**src/rtl/per_transmissor_pkg.sv**
```systemverilog
// Shared handshake definitions for the peripheral -> CPU transmitter.
// The state encodings are the ones the CPU and PERIFERICO sides use as well.
package per_transmissor_pkg;

    localparam int unsigned DATA_W_DEF = 4;

    typedef enum logic [1:0] {
        ST_IDLE     = 2'd0,
        ST_SEND     = 2'd1,
        ST_WAIT_LOW = 2'd2
    } hs_state_e;

endpackage

```
**src/rtl/per_transmissor_sincronizador.sv**
```systemverilog
// Reset-to-zero flop chain that brings an asynchronous level into the local clock domain.
module sincronizador #(
    parameter int unsigned STAGES = 2
) (
    input  logic clk_i,
    input  logic rst_ni,
    input  logic d_i,
    output logic q_o
);

    logic [STAGES-1:0] sync_q;

    // Shift the sampled level through the chain
    always_ff @(posedge clk_i or negedge rst_ni) begin
        if (!rst_ni) begin
            sync_q <= '0;
        end else begin
            sync_q <= {sync_q[STAGES-2:0], d_i};
        end
    end

    assign q_o = sync_q[STAGES-1];

endmodule

```
**src/rtl/per_transmissor.sv**
```systemverilog
// Peripheral-side transmitter: buffers local words in a FIFO and offers each one
// to the CPU over a 4-phase send/ack handshake, with the ack synchronized locally.
module per_transmissor
    import per_transmissor_pkg::*;
#(
    parameter int unsigned DATA_W      = DATA_W_DEF,
    parameter int unsigned FIFO_DEPTH  = 4,
    parameter int unsigned SYNC_STAGES = 2,
    localparam int unsigned PTR_W      = $clog2(FIFO_DEPTH),
    localparam int unsigned CNT_W      = PTR_W + 1
) (
    input  logic              per_clock,
    input  logic              per_reset,
    input  logic [DATA_W-1:0] in_dados,
    input  logic              in_valid,
    output logic              in_ready,
    output logic              per_send,
    output logic [DATA_W-1:0] out_per_dados,
    input  logic              cpu_ack,
    output logic              busy,
    output logic [CNT_W-1:0]  fifo_count,
    output logic [7:0]        sent_count
);

    logic              ack_s;
    logic              push_s;
    logic              pop_s;
    logic              full_s;
    logic              empty_s;

    logic [DATA_W-1:0] mem_q [FIFO_DEPTH];
    logic [PTR_W-1:0]  wr_ptr_q, wr_ptr_d;
    logic [PTR_W-1:0]  rd_ptr_q, rd_ptr_d;
    logic [CNT_W-1:0]  count_q, count_d;

    hs_state_e         state_q, state_d;
    logic              send_q, send_d;
    logic [DATA_W-1:0] dados_q, dados_d;
    logic [7:0]        sent_q, sent_d;

    sincronizador #(
        .STAGES (SYNC_STAGES)
    ) u_sync_ack (
        .clk_i  (per_clock),
        .rst_ni (per_reset),
        .d_i    (cpu_ack),
        .q_o    (ack_s)
    );

    // Readiness looks only at registered occupancy, never at this cycle's pop
    assign full_s   = (count_q == CNT_W'(FIFO_DEPTH));
    assign empty_s  = (count_q == '0);
    assign in_ready = !full_s;
    assign push_s   = in_valid & in_ready;

    // FIFO pointer and occupancy next-state
    always_comb begin
        wr_ptr_d = wr_ptr_q;
        rd_ptr_d = rd_ptr_q;
        count_d  = count_q;
        if (push_s) begin
            wr_ptr_d = wr_ptr_q + PTR_W'(1);
        end else begin
            wr_ptr_d = wr_ptr_q;
        end
        if (pop_s) begin
            rd_ptr_d = rd_ptr_q + PTR_W'(1);
        end else begin
            rd_ptr_d = rd_ptr_q;
        end
        if (push_s && !pop_s) begin
            count_d = count_q + CNT_W'(1);
        end else if (pop_s && !push_s) begin
            count_d = count_q - CNT_W'(1);
        end else begin
            count_d = count_q;
        end
    end

    // FIFO storage and pointer registers
    always_ff @(posedge per_clock or negedge per_reset) begin
        if (!per_reset) begin
            for (int i = 0; i < int'(FIFO_DEPTH); i++) begin
                mem_q[i] <= '0;
            end
            wr_ptr_q <= '0;
            rd_ptr_q <= '0;
            count_q  <= '0;
        end else begin
            if (push_s) begin
                mem_q[wr_ptr_q] <= in_dados;
            end
            wr_ptr_q <= wr_ptr_d;
            rd_ptr_q <= rd_ptr_d;
            count_q  <= count_d;
        end
    end

    // Handshake FSM; a stale ack in IDLE holds off the next offer
    always_comb begin
        state_d = state_q;
        send_d  = send_q;
        dados_d = dados_q;
        sent_d  = sent_q;
        pop_s   = 1'b0;
        case (state_q)
            ST_IDLE: begin
                if (!empty_s && !ack_s) begin
                    pop_s   = 1'b1;
                    dados_d = mem_q[rd_ptr_q];
                    send_d  = 1'b1;
                    state_d = ST_SEND;
                end else begin
                    send_d  = 1'b0;
                end
            end
            ST_SEND: begin
                if (ack_s) begin
                    send_d  = 1'b0;
                    state_d = ST_WAIT_LOW;
                end else begin
                    send_d  = 1'b1;
                end
            end
            ST_WAIT_LOW: begin
                if (!ack_s) begin
                    sent_d  = sent_q + 8'd1;
                    state_d = ST_IDLE;
                end else begin
                    state_d = ST_WAIT_LOW;
                end
            end
            default: begin
                send_d  = 1'b0;
                state_d = ST_IDLE;
            end
        endcase
    end

    // FSM and output registers
    always_ff @(posedge per_clock or negedge per_reset) begin
        if (!per_reset) begin
            state_q <= ST_IDLE;
            send_q  <= 1'b0;
            dados_q <= '0;
            sent_q  <= 8'd0;
        end else begin
            state_q <= state_d;
            send_q  <= send_d;
            dados_q <= dados_d;
            sent_q  <= sent_d;
        end
    end

    assign per_send      = send_q;
    assign out_per_dados = dados_q;
    assign sent_count    = sent_q;
    assign fifo_count    = count_q;
    assign busy          = (state_q != ST_IDLE) | (count_q != '0);

endmodule

```
**config.mk**
```make
export PLATFORM = sky130hd
export DESIGN_NAME = per_transmissor
export DESIGN_NICKNAME = d
export VERILOG_FILES = /design/src/rtl/per_transmissor_pkg.sv /design/src/rtl/per_transmissor_sincronizador.sv /design/src/rtl/per_transmissor.sv
export SDC_FILE = /design/constraint.sdc
export NUM_CORES = 1
export LEC_CHECK = 0
export CORE_UTILIZATION = 45
export CTS_BUF_LIST = sky130_fd_sc_hd__clkbuf_4
export DETAILED_ROUTE_END_ITERATION = 7
export GPL_ROUTABILITY_DRIVEN = 0
export PLACE_DENSITY_LB_ADDON = 0.3
export SLEW_MARGIN = 40
export SYNTH_ARGS = -nofsm -noshare
export SYNTH_HDL_FRONTEND = slang
export SYNTH_SLANG_ARGS = --single-unit
```
**constraint.sdc**
```tcl
create_clock -name per_clock -period 2.14 [get_ports per_clock]
set_input_delay 0.428 -clock per_clock [delete_from_list [all_inputs] [get_ports per_clock]]
set_output_delay 0.428 -clock per_clock [all_outputs]
set_load 0.005 [all_outputs]
```
Yosys cells after proc, flatten, opt, wreduce, memory -nomap -nowiden. Cells that the tools add are included.

$add $sub $neg: 5. $lt $le $gt $ge: 3. Eq/ne operators: 5. Muxes and demuxes: 16. Bitwise logic cells: 5. Reduce and logical (&&, ||, !) cells: 17.

Operator list (count): bitwise mux 16 bit (1); two-way mux 4 bit (3); adder 8 x 1 -> 8 bit (second input constant) (1); binary-select mux 4 bit (select 2 bit) (1); demux 4 bit (select 2 bit) (1); greater-or-equal comparator 3 bit (second input constant) (2); two-way mux 2 bit (3); two-way mux 3 bit (2); inverter 2 -> 3 bit (2); case mux 2 bit (3 select lines) (1); AND reduction 2 bit (3); zero test 1 bit (5); adder 2 x 1 -> 2 bit (second input constant) (2); logical AND 1 bit (4); nonzero test 2 bit (2); adder 3 x 1 -> 3 bit (second input constant) (1); == test 3 bit (second input constant) (1); zero test 3 bit (1); < comparator 3 x 1 -> 1 bit (second input constant) (1); two-way mux 1 bit (3); case mux 1 bit (3 select lines) (1); nonzero test 3 bit (1); subtractor 3 x 1 -> 3 bit (second input constant) (1); == test 2 x 1 -> 1 bit (second input constant) (1); other kinds (7) (7).

Register bits: 40. Input bits: 8. Output and inout bits: 18. Logic and storage cells: 63.

Longest topological paths before layout.
Depth after elaboration: 8. Mapped depth: 10. Mapped depth without buffers: 9.

Cells and area by module. From an unflattened synthesis, not the netlist that was laid out.

Cell total of the unflattened synthesis: 121. Area, all modules: 1843.0 um^2.

Modules (own cells, without submodules): per_transmissor (instances 1, cells each 119, area an instance 1793.0 um^2, sequential area each 950.9 um^2); sincronizador (instances 1, cells each 2, area an instance 50.0 um^2, sequential area each 50.0 um^2).

Least setup slack after synthesis. OpenSTA, ideal clock, no wires.

Path type: register -> register. From: register count_q[0] (netlist: fifo_count[0]). To: register count_q[1] (netlist: fifo_count[1]). Library setup time: 0.128 ns. Arrival time: 2.030 ns. Required time: 2.012 ns. Slack: -0.018 ns. Stages on the path, launching flop included: 9. Buffers on the path: 1. Clock period less this slack: 2.158 ns. Cell sequence: dfrtp_1 > or3b_1 > buf_6 > nand2_2 > inv_1 > ha_1 > inv_1 > fa_1 > mux2_1.

Elaborated cells on any way between the ends: 17. Those cells by class: add/sub (2); eq/ne (1); mux (4); bitwise (1); reduce/logical (9).

RTL lines: from (decl) (RTL line per_transmissor.sv:34) `logic [CNT_W-1:0] count_q, count_d;`; from (signal assigned) (RTL line per_transmissor.sv:95) `count_q <= count_d;`; == test 3 bit (RTL line per_transmissor.sv:51) `assign full_s = (count_q == CNT_W'(FIFO_DEPTH));`; zero test 1 bit (RTL line per_transmissor.sv:53) `assign in_ready = !full_s;`; via in_ready (RTL line per_transmissor.sv:16) `output logic in_ready,`; AND 1 bit (RTL line per_transmissor.sv:54) `assign push_s = in_valid & in_ready;`; via push_s (RTL line per_transmissor.sv:26) `logic push_s;`; logical AND 1 bit (RTL line per_transmissor.sv:71) `if (push_s && !pop_s) begin`; two-way mux 3 bit (RTL line per_transmissor.sv:71); via count_d[1] (RTL line per_transmissor.sv:34).

The timed path passes the listed nets, and every way through them passes these cells. The select of a mux whose other input is x is not followed. A chain may end at the register's enable or synchronous reset.

Worst setup path after layout.
From: register count_q[1] (netlist: fifo_count[1]). To: output busy.

Word-level cells in the longest chain between the ends: 2.

Ends and longest elaborated chain: nonzero test 3 bit (RTL line per_transmissor.sv:159) `assign busy = (state_q != ST_IDLE) | (count_q != '0);`; bitwise OR 1 bit (RTL line per_transmissor.sv:159); to (decl) (RTL line per_transmissor.sv:20) `output logic busy,`.

Every way passes these cells.

==> results.py <==
metrics = {
    "sta": {
        "fin_crit_ns": 2.08,
        "worst_pin_slew_ns": 0.506,
        "fin_tns_setup_ns": 0,
        "hold_viol": 0,
        "setup_ws_ns": 0.0573,
        "finalSetupViolCount": 0,
        "slew_viol_final": 0,
        "max_freq_ghz": 0.480,
        "skew_ns": 0.00761,
        "period_share": 0.973,
        "slew_headroom": 0.663,
    },
    "worst_setup_path": {
        "crit_type": "reg -> out",
        "start_kind": "flip-flop",
        "path_max_fanout": 3,
        "worstRegToRegCells": 7,
        "slowest_stage": "dfrtp_1",
        "path_buf_inv": 1,
        "crit_required_ns": 1.71,
        "worst-r2r-setup-slack_ns": 0.11,
        "crit_path_end_kind": "output port",
        "worstPathArrival_ns": 1.65,
        "cpLargestDelayFamily": "simple AND/OR/NAND/NOR gates",
        "crit_chain": "or3_4 -> or3_4 -> buf_2",
        "r2r_end": "fifo_count[1]$_DFFE_PN0P_",
        "max_stage_delay_ns": 0.43,
        "crit_top_cell": "or3_4",
        "rr_startpoint": "fifo_count[0]$_DFFE_PN0P_",
    },
    "run": {
        "maxCapViolations": 0,
    },
    "clocking": {
        "cts_sinks": 40,
        "htreeDepth": 2,
        "clock_insertion_delay_worst_skew_ns": 0.35,
        "cts_root_buffer": "clkbuf_4",
        "cts_buffers": 5,
        "cts_buffer_depth": 2,
        "path_clk_slew_ns": 0.12,
        "cts_tree": "yes",
        "cts-hold-fix-buffers": 0,
    },
    "global_routing": {
        "grt_pass1_vias": 1153,
        "grt_pass1_wl_um": 5340,
        "grt_max_degree": 41,
        "gr-total-overflow": 0,
        "grtUsageTotal": 0.173,
        "antenna_found_initial": 0,
    },
    "synthesis": {
        "synth_fa_ha_area_frac": 0.0516,
        "muxShareOfSynthArea": 0.198,
        "ys_ff_latch": 40,
        "synth_top_family_by_area": "multiplexers",
        "synth_simple_gate_area_frac": 0.112,
        "yosysSeqAreaShare": 0.543,
        "synth_compound_area_frac": 0.0115,
        "synth_cells": 121,
        "synth_xor_area_frac": 0.0618,
        "syn-num-nets": 136,
        "yosysWarnings": 0,
        "synth.distinct_cells": 28,
        "syn_avg_cell_area_um2": 15.2,
        "syn_area_um2": 1840,
    },
    "placement": {
        "dpl.hpwl_um": 2190,
        "io_buffers": 25,
        "place_ws_ns": -0.0113,
    },
    "status": {
        "status": "complete, no violations",
    },
    "floorplan": {
        "rows": 22,
        "dieArea_um2": 4360,
        "core_um2": 3800,
        "die_h_um": 66.0,
        "initial_utilization": 0.485,
        "pin_count": 26,
        "die_x_um": 66.0,
    },
    "detailed_routing": {
        "viasPerCell": 5.16,
        "drc": 0,
        "ant_nets": 0,
        "drt_iter0_markers": 16,
        "finalWirelength_um": 3160,
        "wl_per_cell_um": 14.9,
        "first_pass_iters": 4,
        "num_vias": 1094,
    },
    "cells_and_area": {
        "area_growth_pct": 25.9,
        "final_layout_size_suffix_gt1_frac": 0.274,
        "antenna_cells": 0,
        "nets": 178,
    },
    "pwr": {
        "p_leak_nw": 1.00,
        "p_per_area_nw_per_um2": 1400,
        "peakVddDrop_v": 0.00108,
    },
    "worst_hold_path": {
        "worst_hold_path_type": "in -> async",
    },
}
flip-flops by register name, indices dropped and copies added, names as in the netlist, 2 cells and up:
| register | flops |
|---|---|
| rd_ptr_q | 2 |
| state_q | 2 |
| sent_count | 8 |
| mem_q | 16 |
| fifo_count | 3 |
| u_sync_ack.sync_q | 2 |
| out_per_dados | 4 |
| wr_ptr_q | 2 |
synthesized netlist by cell type:
cell type / number / area share
dfrtp_1: 40 / 0.54
mux2_1: 15 / 0.092
xnor2_1: 10 / 0.048
ha_1: 6 / 0.041
inv_1: 5 / 0.010
mux2_2: 4 / 0.024
mux2_4: 4 / 0.033
mux4_2: 4 / 0.049
nand3_1: 4 / 0.011
nand3_4: 4 / 0.038
xor2_1: 3 / 0.014
buf_6: 2 / 0.012
nand2_2: 2 / 0.0068
nand2b_1: 2 / 0.0068
nand4_1: 2 / 0.0068
or3_1: 2 / 0.0068
a21boi_1: 1 / 0.0041
and2_1: 1 / 0.0034
and3_1: 1 / 0.0034
and4_1: 1 / 0.0048
fa_1: 1 / 0.011
nand2_1: 1 / 0.0020
nor2_1: 1 / 0.0020
nor3_2: 1 / 0.0054
nor3b_4: 1 / 0.010
o21ai_0: 1 / 0.0027
o221ai_1: 1 / 0.0048
or3b_1: 1 / 0.0048
timing repair:
item                                    CTS  global route
cloned                                    0             0
setup buffers                             3             3
resized for setup                         7             3
endpoints found under the setup margin    2             3
pin swaps                                 3             3
power by group:
group | total [mW] | internal [mW] | switching (mW)
logic | 1.43 | 0.907 | 0.518
registers | 1.35 | 1.09 | 0.261
clock network | 0.485 | 0.239 | 0.246
placed cells by master, fill, tap and decap left out, types with 2 or more instances in the layout:
master           instances
nand4_1                  2
clkdlybuf4s50_1         23
xnor2_1                 10
ha_1                     5
nand3_4                  4
mux4_2                   4
or3_4                    2
mux2_4                   4
clkinv_1                 2
mux2_2                   4
nand2b_1                 2
dfrtp_1                 40
nand3_1                  4
inv_1                    5
buf_4                   13
mux2_1                  15
xor2_1                   3
clkbuf_4                 5
metal layers:
metal	GRT usage	vias up	wire [µm]
met5	0	-	0
met4	0.0771	0	42
met3	0.0638	6	142
met2	0.273	24	1590
met1	0.212	555	1380
li1	-	509	-
worst max-delay path by stage:
stage                                    startpoint                        end  cells past startpoint
after CTS                 fifo_count[1]$_DFFE_PN0P_                       busy                      3
final                     fifo_count[1]$_DFFE_PN0P_                       busy                      3
after global placement                     in_valid  fifo_count[2]$_DFFE_PN0P_                      9
after floorplan           fifo_count[1]$_DFFE_PN0P_  fifo_count[1]$_DFFE_PN0P_                      8
after global routing      fifo_count[1]$_DFFE_PN0P_                       busy                      3
after detailed placement                   in_valid  fifo_count[2]$_DFFE_PN0P_                      9
through the flow:
stage                     power [mW]  area, µm²  utilization  hold WS (ns)  instances
after floorplan                 2.18       1850            -         0.132        121
after detailed placement        2.69       2180        0.575         0.352        199
after global placement          2.61       2180        0.575         0.336        199
after global routing            3.49       2320        0.611        0.0514        212
after CTS                       3.22       2280        0.600         0.208        209
final                           3.26       2320        0.611        0.0341        212
logic make-up after synthesis:
family,count (synthesis)
mux,27
xor+xnor,13
fa+ha+maj,7
flops,40
simple gates,24
buf+inv,7
compound gates,3
layout make-up:
class,count,area (µm²)
Inverter,5,18.8
Clock inverter,3,37.5
Tap cell,48,60.1
Fill cell,285,1480
Clock buffer,5,37.5
Timing Repair Buffer,37,333
Sequential cell,40,1000
Multi-Input combinational cell,74,833
Note: power is estimated with default switching activity, not from simulation.
